### src/rtl/simple_processor.sv
// ============================================================================
// simple_processor : 4-cycle accumulator CPU (fetch/decode/mem/exec) core
// Revision 1.0
// ============================================================================
`default_nettype none

module simple_processor #(
  parameter int DATA_WIDTH    = 32,
  parameter int OPCODE_WIDTH  = 4,
  parameter int ALU_OP_WIDTH  = 3,
  parameter int DATAMEM_WIDTH = 8,
  parameter int INSADDR_WIDTH = 8,
  parameter int INS_WIDTH     = OPCODE_WIDTH + DATAMEM_WIDTH
) (
  input  logic                     clk,
  input  logic                     rst,
  input  logic [INS_WIDTH-1:0]     instr,
  output logic [INSADDR_WIDTH-1:0] instr_addr,
  output logic                     mem_wr,
  output logic [DATAMEM_WIDTH-1:0] mem_addr,
  input  logic [DATA_WIDTH-1:0]    mem_data_in,
  output logic [DATA_WIDTH-1:0]    mem_data_out
);

  typedef enum logic [2:0] {
    S_FETCH  = 3'd0,
    S_DECODE = 3'd1,
    S_MEM    = 3'd2,
    S_EXEC   = 3'd3,
    S_HALTED = 3'd4
  } state_t;

  localparam logic [OPCODE_WIDTH-1:0] OP_NOP   = OPCODE_WIDTH'(0);
  localparam logic [OPCODE_WIDTH-1:0] OP_LOAD  = OPCODE_WIDTH'(1);
  localparam logic [OPCODE_WIDTH-1:0] OP_STORE = OPCODE_WIDTH'(2);
  localparam logic [OPCODE_WIDTH-1:0] OP_ADD   = OPCODE_WIDTH'(3);
  localparam logic [OPCODE_WIDTH-1:0] OP_SUB   = OPCODE_WIDTH'(4);
  localparam logic [OPCODE_WIDTH-1:0] OP_AND   = OPCODE_WIDTH'(5);
  localparam logic [OPCODE_WIDTH-1:0] OP_OR    = OPCODE_WIDTH'(6);
  localparam logic [OPCODE_WIDTH-1:0] OP_XOR   = OPCODE_WIDTH'(7);
  localparam logic [OPCODE_WIDTH-1:0] OP_NOT   = OPCODE_WIDTH'(8);
  localparam logic [OPCODE_WIDTH-1:0] OP_SHL   = OPCODE_WIDTH'(9);
  localparam logic [OPCODE_WIDTH-1:0] OP_SHR   = OPCODE_WIDTH'(10);
  localparam logic [OPCODE_WIDTH-1:0] OP_JMP   = OPCODE_WIDTH'(11);
  localparam logic [OPCODE_WIDTH-1:0] OP_JZ    = OPCODE_WIDTH'(12);
  localparam logic [OPCODE_WIDTH-1:0] OP_JN    = OPCODE_WIDTH'(13);
  localparam logic [OPCODE_WIDTH-1:0] OP_LDI   = OPCODE_WIDTH'(14);
  localparam logic [OPCODE_WIDTH-1:0] OP_HALT  = OPCODE_WIDTH'(15);

  localparam logic [ALU_OP_WIDTH-1:0] ALU_ADD = ALU_OP_WIDTH'(0);
  localparam logic [ALU_OP_WIDTH-1:0] ALU_SUB = ALU_OP_WIDTH'(1);
  localparam logic [ALU_OP_WIDTH-1:0] ALU_AND = ALU_OP_WIDTH'(2);
  localparam logic [ALU_OP_WIDTH-1:0] ALU_OR  = ALU_OP_WIDTH'(3);
  localparam logic [ALU_OP_WIDTH-1:0] ALU_XOR = ALU_OP_WIDTH'(4);
  localparam logic [ALU_OP_WIDTH-1:0] ALU_NOT = ALU_OP_WIDTH'(5);
  localparam logic [ALU_OP_WIDTH-1:0] ALU_SHL = ALU_OP_WIDTH'(6);
  localparam logic [ALU_OP_WIDTH-1:0] ALU_SHR = ALU_OP_WIDTH'(7);

  state_t                   state, state_nxt;
  logic [INSADDR_WIDTH-1:0] pc, pc_nxt;
  logic [DATA_WIDTH-1:0]    acc, acc_nxt;
  logic [INS_WIDTH-1:0]     ir, ir_nxt;
  logic [OPCODE_WIDTH-1:0]  opcode;
  logic [DATAMEM_WIDTH-1:0] operand;
  logic [ALU_OP_WIDTH-1:0]  alu_sel;
  logic [DATA_WIDTH-1:0]    alu_res;
  logic [DATA_WIDTH-1:0]    ldi_val;

  assign opcode       = ir[INS_WIDTH-1 -: OPCODE_WIDTH];
  assign operand      = ir[DATAMEM_WIDTH-1:0];
  assign ldi_val      = {{(DATA_WIDTH-DATAMEM_WIDTH){operand[DATAMEM_WIDTH-1]}}, operand};
  assign instr_addr   = pc;
  assign mem_addr     = operand;
  assign mem_data_out = acc;
  // Decoded from live state so an async reset drops the strobe immediately.
  assign mem_wr       = (state == S_MEM) && (opcode == OP_STORE);

  always_ff @(posedge clk or negedge rst) begin
    if (!rst) begin
      state <= S_FETCH;
      pc    <= '0;
      acc   <= '0;
      ir    <= '0;
    end else begin
      state <= state_nxt;
      pc    <= pc_nxt;
      acc   <= acc_nxt;
      ir    <= ir_nxt;
    end
  end

  always_comb begin
    alu_sel = ALU_ADD;
    case (opcode)
      OP_SUB:  alu_sel = ALU_SUB;
      OP_AND:  alu_sel = ALU_AND;
      OP_OR:   alu_sel = ALU_OR;
      OP_XOR:  alu_sel = ALU_XOR;
      OP_NOT:  alu_sel = ALU_NOT;
      OP_SHL:  alu_sel = ALU_SHL;
      OP_SHR:  alu_sel = ALU_SHR;
      default: alu_sel = ALU_ADD;
    endcase
  end

  always_comb begin
    alu_res = acc + mem_data_in;
    case (alu_sel)
      ALU_ADD: alu_res = acc + mem_data_in;
      ALU_SUB: alu_res = acc - mem_data_in;
      ALU_AND: alu_res = acc & mem_data_in;
      ALU_OR:  alu_res = acc | mem_data_in;
      ALU_XOR: alu_res = acc ^ mem_data_in;
      ALU_NOT: alu_res = ~acc;
      ALU_SHL: alu_res = {acc[DATA_WIDTH-2:0], 1'b0};
      ALU_SHR: alu_res = {acc[DATA_WIDTH-1], acc[DATA_WIDTH-1:1]};
      default: alu_res = acc;
    endcase
  end

  always_comb begin
    state_nxt = state;
    pc_nxt    = pc;
    acc_nxt   = acc;
    ir_nxt    = ir;
    case (state)
      S_FETCH:  state_nxt = S_DECODE;
      S_DECODE: begin
        ir_nxt    = instr;
        state_nxt = S_MEM;
      end
      S_MEM:    state_nxt = S_EXEC;
      S_EXEC: begin
        state_nxt = S_FETCH;
        pc_nxt    = pc + INSADDR_WIDTH'(1);
        case (opcode)
          OP_NOP, OP_STORE: ;
          OP_LOAD: acc_nxt = mem_data_in;
          OP_ADD, OP_SUB, OP_AND, OP_OR, OP_XOR,
          OP_NOT, OP_SHL, OP_SHR: acc_nxt = alu_res;
          OP_JMP: pc_nxt = operand[INSADDR_WIDTH-1:0];
          OP_JZ:  if (acc == '0) pc_nxt = operand[INSADDR_WIDTH-1:0];
          OP_JN:  if (acc[DATA_WIDTH-1]) pc_nxt = operand[INSADDR_WIDTH-1:0];
          OP_LDI: acc_nxt = ldi_val;
          OP_HALT: begin
            pc_nxt    = pc;
            state_nxt = S_HALTED;
          end
          default: ;
        endcase
      end
      S_HALTED: state_nxt = S_HALTED;
      default:  state_nxt = S_FETCH;
    endcase
  end

endmodule

`default_nettype wire

### config.mk
export PLATFORM = sky130hd
export DESIGN_NAME = simple_processor
export DESIGN_NICKNAME = d
export VERILOG_FILES = /design/src/rtl/simple_processor.sv
export SDC_FILE = /design/constraint.sdc
export NUM_CORES = 1
export LEC_CHECK = 0
export CORE_MARGIN = 4
export CORE_UTILIZATION = 31
export CTS_CLUSTER_DIAMETER = 60
export DETAILED_ROUTE_END_ITERATION = 16
export GPL_ROUTABILITY_DRIVEN = 1
export HOLD_SLACK_MARGIN = 0.05
export PLACE_DENSITY_LB_ADDON = 0.08
export RECOVER_POWER = 50
export SETUP_SLACK_MARGIN = 0.15
export SLEW_MARGIN = 20
export SYNTH_ARGS = -nofsm -noshare
export SYNTH_HDL_FRONTEND = slang
export SYNTH_SLANG_ARGS = --single-unit
### constraint.sdc
create_clock -name clk -period 4.09 [get_ports clk]
set_clock_uncertainty 0.05 [all_clocks]
set_input_delay 0.409 -clock clk [delete_from_list [all_inputs] [get_ports clk]]
set_output_delay 0.409 -clock clk [all_outputs]
set_load 0.05 [all_outputs]
==> impl_metrics.sql, run 1 <==
INSERT INTO impl_metrics (metric_group, metric, value, unit) VALUES
('placed_design', 'finalWeightedCongestion', '0.888', ''),
('status', 'run_status', 'finished, violations left', ''),
('floorplanning', 'fp.dieArea', '28400', 'sq um'),
('setup_path', 'worst-path-max-fanout', '5', ''),
('synthesis', 'synth-seq-area-share', '17.3', '%'),
('clocking', 'insertion_delay', '0.32', 'ns'),
('synthesis', 'yosysUniqueCellTypes', '75', ''),
('min_path', 'worst_hold_startpoint', 'mem_data_in[7]', ''),
('grt', 'track_usage', '24.9', '%'),
('floorplanning', 'num_io_pins', '95', ''),
('timing', 'grt_setup_unrepaired', 'false', ''),
('detailed_routing', 'post_drt_via_cell_ratio', '5.83', ''),
('final_layout', 'multi_input_comb_area', '6350', 'sq um'),
('clocking', 'cts_root_buf', 'sky130_fd_sc_hd__clkbuf_16', ''),
('status', 'failed_checks', 'max-capacitance violations, max-slew violations', ''),
('setup_path', 'worst_r2r_path_depth', '14', ''),
('synthesis', 'yosys.area_share.adder', '15.5', '%'),
('setup_path', 'start_to_end_type_of_the_worst_setup_path', 'in -> reg', ''),
('synthesis', 'synth_edf_count', '0', ''),
('setup_path', 'worstSetupEndpointType', 'register', ''),
('run', 'max-cap-violations', '2', ''),
('setup_path', 'crit-reg2reg-launch', 'ir[8]', ''),
('synthesis', 'combinational_family_with_the_most_area_after_synthesis', 'compound AO/OA/AOI/OAI gates', ''),
('floorplanning', 'die_w', '168', 'microns'),
('clocking', 'clock_sinks', '55', ''),
('final_layout', 'n_antenna_cell', '0', ''),
('setup_path', 'regToRegEndpoint', 'mem_data_out[30]', ''),
('detailed_routing', 'firstDrtPassIters', '6', ''),
('timing', 'finalCriticalPeriod', '3.84', 'ns'),
('floorplanning', 'start_util', '31.6', '%'),
('detailed_routing', 'routed_wire_length_per_instance', '22.8', 'microns'),
('synthesis', 'prevailing_post_synth_register_cell', 'sky130_fd_sc_hd__dfrtp_1', ''),
('synthesis', 'postSynthNetCount', '1219', ''),
('synthesis', 'share_of_the_synthesized_netlist_area_taken_by_xor_and_xnor_gates', '5.81', '%'),
('final_layout', 'finish.cell_count_without_fillers', '1598', ''),
('detailed_routing', 'initialDrtViolationCount', '1058', ''),
('timing', 'finalHoldViolations', '0', ''),
('final_layout', 'design.final.nets', '1411', ''),
('clocking', 'cts-htree-levels', '2', ''),
('final_layout', 'areaGrowthSynthToFinish', '35.1', '%'),
('synthesis', 'synth.ff_latch_count', '55', ''),
('min_path', 'hold_path_end', 'mem_data_out[7]', ''),
('setup_path', 'setup.reg_to_reg.worst_slack', '0.53', 'ns'),
('final_layout', 'regArea', '1380', 'sq um'),
('clocking', 'cts_buffers', '5', ''),
('grt', 'first_global_vias', '9022', ''),
('detailed_routing', 'post-route-drc-count', '0', ''),
('synthesis', 'fraction_of_the_mapped_netlist_area_in_compound_gates', '33.2', '%'),
('detailed_routing', 'drt-total-wl', '36400', 'microns'),
('final_layout', 'n_fill_cell', '2671', ''),
('synthesis', 'netlist_instances', '1075', ''),
('placed_design', 'place.detailed.hpwl', '27200', 'microns'),
('timing', 'report.final.setup_viol', '0', ''),
('synthesis', 'synthesis_warning_total', '0', ''),
('detailed_routing', 'vias', '9320', ''),
('floorplanning', 'die_height', '168', 'microns'),
('timing', 'finalCritPeriodShare', '93.9', '%'),
('synthesis', 'fraction_of_the_mapped_netlist_area_in_simple_logic_gates', '17.2', '%'),
('timing', 'clock.fmax', '0.260', 'GHz'),
('grt', 'initial_antenna_violation_count', '0', ''),
('grt', 'grt_start_max_net_pins', '51', ''),
('timing', 'final_count_of_pins_violating_max_slew', '39', ''),
('setup_path', 'critical_path.startpoint_type', 'input pin', ''),
('clocking', 'cts.reportedPaths.clkPinSlew', '0.09', 'ns'),
('placed_design', 'numPlacedInstances', '1583', ''),
('synthesis', 'async_flop_share', '100', '%'),
('placed_design', 'port_buffers', '94', ''),
('synthesis', 'mux_contribution_to_synthesized_area', '3.33', '%'),
('synthesis', 'syn-cell-area', '7970', 'sq um'),
('timing', 'worst_pin_slew', '1.93', 'ns'),
('min_path', 'worst_hold_path_type', 'in -> reg', '');
flip-flops by register name, indices dropped and copies added (netlist names):
register and cells:
instr_addr 8, ir 12, mem_data_out 32, state 3
worst max-delay path: stages:
cell and delay [ns]:
sky130_fd_sc_hd__clkbuf_2 0.09, sky130_fd_sc_hd__or4_4 0.55, sky130_fd_sc_hd__nand2b_4 0.16, sky130_fd_sc_hd__or4_4 0.50, sky130_fd_sc_hd__or2_4 0.30, sky130_fd_sc_hd__o31ai_4 0.18
sky130_fd_sc_hd__xnor2_1 0.11, sky130_fd_sc_hd__ha_2 0.35, sky130_fd_sc_hd__buf_4 0.12, sky130_fd_sc_hd__a21oi_4 0.05, sky130_fd_sc_hd__o211ai_1 0.16, sky130_fd_sc_hd__buf_4 0.17
sky130_fd_sc_hd__nor3_4 0.04, sky130_fd_sc_hd__a211o_1 0.32, sky130_fd_sc_hd__a31oi_4 0.21, sky130_fd_sc_hd__mux2i_1 0.22, sky130_fd_sc_hd__nor2_1 0.07
cells in the final DEF, fill, tap and decap left out, types with 10 or more instances in the layout:
master and count:
sky130_fd_sc_hd__o21ai_0 84, sky130_fd_sc_hd__nand3_1 20, sky130_fd_sc_hd__clkdlybuf4s50_1 67, sky130_fd_sc_hd__buf_4 158, sky130_fd_sc_hd__a211oi_1 12, sky130_fd_sc_hd__and3_1 10
sky130_fd_sc_hd__nor3_1 18, sky130_fd_sc_hd__nor2_1 66, sky130_fd_sc_hd__a21oi_1 103, sky130_fd_sc_hd__xnor2_1 42, sky130_fd_sc_hd__dfrtp_1 53, sky130_fd_sc_hd__a31oi_1 13
sky130_fd_sc_hd__mux2_2 12, sky130_fd_sc_hd__inv_1 79, sky130_fd_sc_hd__a221oi_1 19, sky130_fd_sc_hd__o22ai_1 23, sky130_fd_sc_hd__nand2b_1 10, sky130_fd_sc_hd__ha_1 93
sky130_fd_sc_hd__mux2i_1 13, sky130_fd_sc_hd__nand2_1 86, sky130_fd_sc_hd__a22oi_1 25
cell type report:
cell class / count / area share (%)
Multi-Input combinational cell: 865 / 59.0
Timing Repair Buffer: 258 / 20.1
Sequential cell: 55 / 12.8
Tap cell: 330 / 3.83
Inverter: 82 / 2.86
Clock buffer: 5 / 1.16
Clock inverter: 3 / 0.267
metrics by stage:
step                TNS (ns)  util [%]  setup WS [ns]  hold slack, ns  instance area (sq um)
detailed placement     -6.41      40.5         -0.672           0.459                  10200
finish                     0      42.7          0.249           0.455                  10800
floorplan                  0         -          0.187          0.0634                   7980
global placement       -5.64      40.5         -0.673           0.460                  10200
global route               0      42.7          0.149           0.487                  10800
CTS                        0      42.1         0.0588           0.111                  10600
layer usage:
metal	GRT usage, %	share of wire (%)
met1	34.2	44
met2	40.8	46
met3	3.57	7.2
met4	6.88	2.8
met5	0	0
synth_stat cells, types with 9 or more instances:
library cell	count	area share (%)
sky130_fd_sc_hd__a21oi_1	112	7.0
sky130_fd_sc_hd__ha_1	97	15
sky130_fd_sc_hd__o21ai_0	89	5.6
sky130_fd_sc_hd__nand2_1	87	4.1
sky130_fd_sc_hd__inv_1	81	3.8
sky130_fd_sc_hd__nor2_1	69	3.2
sky130_fd_sc_hd__dfrtp_1	55	17
sky130_fd_sc_hd__clkbuf_1	54	2.5
sky130_fd_sc_hd__xnor2_1	44	4.8
sky130_fd_sc_hd__a22oi_1	25	2.4
sky130_fd_sc_hd__o22ai_1	23	1.8
sky130_fd_sc_hd__nand3_1	21	1.3
sky130_fd_sc_hd__a221oi_1	20	2.2
sky130_fd_sc_hd__nor3_1	20	1.3
sky130_fd_sc_hd__a31oi_1	16	1.3
sky130_fd_sc_hd__a211oi_1	14	1.3
sky130_fd_sc_hd__mux2i_1	13	1.6
sky130_fd_sc_hd__mux2_2	12	1.7
sky130_fd_sc_hd__nand2b_1	11	0.86
sky130_fd_sc_hd__o31ai_1	11	1.0
sky130_fd_sc_hd__and3_1	10	0.78
sky130_fd_sc_hd__o221ai_1	10	1.1
sky130_fd_sc_hd__nor4_1	9	0.71
logic make-up (layout without fill, tap and decap cells):
group / after synthesis / in the layout
DFF: 55 / 55
muxes: 25 / 25
AOI/OAI and AO/OA: 409 / 409
and+or+nand+nor: 281 / 281
buffers and inverters: 155 / 348
adders and majority gates: 98 / 98
xor gates and xnor gates: 52 / 52
worst max-delay path by stage:
stage	startpoint	endpoint	slack (ns)	depth (start not counted)
floorplan	mem_data_in[5]	mem_data_out[27]	0.19	14
global placement	mem_data_in[1]	mem_data_out[31]	-0.67	16
detailed placement	mem_data_in[1]	mem_data_out[31]	-0.67	17
CTS	mem_data_in[9]	mem_data_out[31]	0.06	14
global route	mem_data_in[5]	mem_data_out[31]	0.15	16
finish	mem_data_in[5]	mem_data_out[31]	0.25	17
repair_timing:
action | 4_1_cts | 5_1_grt
endpoints found under the setup margin | 15 | 15
endpoints found under the hold margin | 0 | 0
setup buffers | 4 | 3
pin swaps | 21 | 27
hold buffers | 0 | 0
resized for setup | 62 | 56
Power of run 1 is left out: the tool's default activity adds up to more than one toggle a clock period on the data nets, which glitch-free logic cannot reach.
==> inputs of run 2 (changes only) <==
==> constraint.sdc (replaced) <==
create_clock -name clk -period 5 [get_ports clk]
set_clock_uncertainty 0.05 [all_clocks]
set_input_delay 0.5 -clock clk [delete_from_list [all_inputs] [get_ports clk]]
set_output_delay 0.5 -clock clk [all_outputs]
set_load 0.05 [all_outputs]
==> impl_metrics.sql, run 2 (synthesized netlist as in run 1, its figures left out) <==
INSERT INTO impl_metrics (metric_group, metric, value, unit) VALUES
('placed_design', 'port_buffers', '94', ''),
('clocking', 'cts_setup_buffers', '0', ''),
('setup_path', 'worstSetupEndpointType', 'register', ''),
('grt', 'grt_remaining_overflow', '0', ''),
('timing', 'finalCritPeriodShare', '93.1', '%'),
('clocking', 'insertion_delay', '0.33', 'ns'),
('status', 'run_status', 'finished, violations left', ''),
('floorplanning', 'fp.dieArea', '28400', 'sq um'),
('clocking', 'cts_buffers', '5', ''),
('timing', 'setup-tns-final', '0', 'ns'),
('floorplanning', 'start_util', '31.6', '%'),
('clocking', 'tritoncts_clock_tree', 'yes', ''),
('placed_design', 'place.detailed.hpwl', '26300', 'microns'),
('timing', 'timing.slew.headroom', '-48.6', '%'),
('setup_path', 'critical_path.startpoint_type', 'input pin', ''),
('timing', 'clock.fmax', '0.215', 'GHz'),
('final_layout', 'design.final.nets', '1299', ''),
('grt', 'first_global_vias', '8651', ''),
('timing', 'final_count_of_pins_violating_max_slew', '57', ''),
('timing', 'grt_setup_unrepaired', 'true', ''),
('detailed_routing', 'post_drt_via_cell_ratio', '5.97', ''),
('detailed_routing', 'routedLengthMet1', '16500', 'microns'),
('final_layout', 'mostFrequentLayoutCell', 'sky130_fd_sc_hd__a21oi_1', ''),
('final_layout', 'final_instance_area', '9610', 'sq um'),
('floorplanning', 'num_io_pins', '95', ''),
('final_layout', 'largest_register_ffs', '32', ''),
('setup_path', 'regToRegEndpoint', 'mem_data_out[27]', ''),
('grt', 'grt_start_max_net_pins', '40', ''),
('floorplanning', 'die_height', '168', 'microns'),
('setup_path', 'worst-path-max-fanout', '6', ''),
('floorplanning', 'core_rows', '58', ''),
('detailed_routing', 'final_antenna_net_count', '0', ''),
('placed_design', 'finalWeightedCongestion', '0.909', ''),
('run', 'max-cap-violations', '2', ''),
('final_layout', 'finish.cell_count_without_fillers', '1486', ''),
('clocking', 'cts.reportedPaths.clkPinSlew', '0.10', 'ns'),
('timing', 'worst_pin_slew', '2.23', 'ns'),
('setup_path', 'critical_path_arrival', '4.80', 'ns'),
('grt', 'track_usage', '24.5', '%'),
('detailed_routing', 'detailed_route_wirelength_on_metal3', '2340', 'microns'),
('clocking', 'cts-htree-levels', '2', ''),
('timing', 'finalCriticalPeriod', '4.66', 'ns'),
('detailed_routing', 'firstDrtPassIters', '6', ''),
('detailed_routing', 'initialDrtViolationCount', '821', ''),
('min_path', 'worst_hold_path_type', 'in -> async', ''),
('clocking', 'cts_buffer_depth', '2', ''),
('grt', 'first_pass_grt_wire_length', '54200', 'microns'),
('timing', 'report.final.setup_viol', '0', ''),
('status', 'failed_checks', 'max-capacitance violations, max-slew violations', ''),
('setup_path', 'worst_r2r_path_depth', '13', ''),
('clocking', 'clock_sinks', '55', ''),
('detailed_routing', 'drt-total-wl', '35800', 'microns'),
('setup_path', 'timing.critical_path.required', '5.15', 'ns'),
('placed_design', 'numPlacedInstances', '1478', ''),
('setup_path', 'setup.reg_to_reg.worst_slack', '0.90', 'ns'),
('detailed_routing', 'route.top_layer_used', 'met4', ''),
('final_layout', 'drive_gt1_share', '8.22', '%'),
('detailed_routing', 'met2_length', '16100', 'microns'),
('setup_path', 'start_to_end_type_of_the_worst_setup_path', 'in -> reg', ''),
('floorplanning', 'placeable_core_region', '25300', 'sq um'),
('clocking', 'cts_root_buf', 'sky130_fd_sc_hd__clkbuf_16', ''),
('detailed_routing', 'routed_wire_length_per_instance', '24.1', 'microns'),
('setup_path', 'crit-reg2reg-launch', 'ir[8]', ''),
('grt', 'initial_antenna_violation_count', '0', ''),
('clocking', 'cts_hold_buffers', '0', ''),
('final_layout', 'n_fill_cell', '2713', ''),
('placed_design', 'postPlaceCellArea', '9450', 'sq um'),
('detailed_routing', 'vias', '8874', ''),
('timing', 'finalHoldViolations', '0', ''),
('detailed_routing', 'post-route-drc-count', '0', ''),
('final_layout', 'n_antenna_cell', '0', ''),
('clocking', 'ctsResizeCount', '0', ''),
('final_layout', 'areaGrowthSynthToFinish', '20.5', '%'),
('floorplanning', 'die_w', '168', 'microns'),
('final_layout', 'layout.cells.most_common_list', '111 x sky130_fd_sc_hd__a21oi_1, 97 x sky130_fd_sc_hd__ha_1, 88 x sky130_fd_sc_hd__o21ai_0, 87 x sky130_fd_sc_hd__nand2_1, 84 x sky130_fd_sc_hd__clkdlybuf4s50_1', '');
run 2: cell count changes in the layout (fill, tap and decap cells not counted), sizes merged:
| cell | delta |
|---|---|
| buf | -116 |
| clkdlybuf4s50 | +17 |
| dlymetal6s2s | -7 |
| clkbuf | -6 |
| clkinv | +1 |
| inv | -1 |
run 2: worst max-delay path by stage:
stage                        start  depth (start not counted)               end  slack (ns)
floorplan           mem_data_in[5]                         14  mem_data_out[27]        0.96
global placement    mem_data_in[5]                         13  mem_data_out[16]        0.06
detailed placement  mem_data_in[5]                         13  mem_data_out[24]        0.05
CTS                 mem_data_in[5]                         13  mem_data_out[23]        0.39
global route        mem_data_in[5]                         13  mem_data_out[16]        0.15
finish              mem_data_in[5]                         13  mem_data_out[16]        0.34
run 2: per-stage QoR:
step                util (%)  hold WS (ns)  setup WS, ns
global route            38.1         0.493         0.149
floorplan                  -         0.154         0.958
CTS                     38.1         0.162         0.390
finish                  38.1         0.465         0.344
global placement        37.4         0.461        0.0625
detailed placement      37.4         0.469        0.0475
run 2: cell type report:
type	count	area, sq um	area share (%)
clock buffer	5	125	1.30
tap	330	413	4.30
clock inverter	3	31.3	0.325
multi-input combinational	865	6040	62.9
inverter	82	308	3.20
sequential	55	1380	14.3
timing repair buffer	146	1310	13.7
run 2: metal layers:
metal	GRT usage (%)	up-vias
met5	0	-
met4	6.67	0
met3	3.50	46
met2	39.7	371
met1	34.2	4284
li1	-	4173
run 2: critical path, cell delays in order:
cell and delay, ns:
sky130_fd_sc_hd__clkdlybuf4s50_1 0.45, sky130_fd_sc_hd__or4_4 0.58, sky130_fd_sc_hd__or4_1 0.69, sky130_fd_sc_hd__o31ai_1 0.34
sky130_fd_sc_hd__xnor2_1 0.16, sky130_fd_sc_hd__ha_1 0.32, sky130_fd_sc_hd__a21oi_1 0.37, sky130_fd_sc_hd__o21ai_0 0.19
sky130_fd_sc_hd__a21oi_2 0.27, sky130_fd_sc_hd__nand2_1 0.16, sky130_fd_sc_hd__xor2_1 0.18, sky130_fd_sc_hd__a2111oi_0 0.49
sky130_fd_sc_hd__a211oi_1 0.10
Power of run 2 is left out for the same reason.
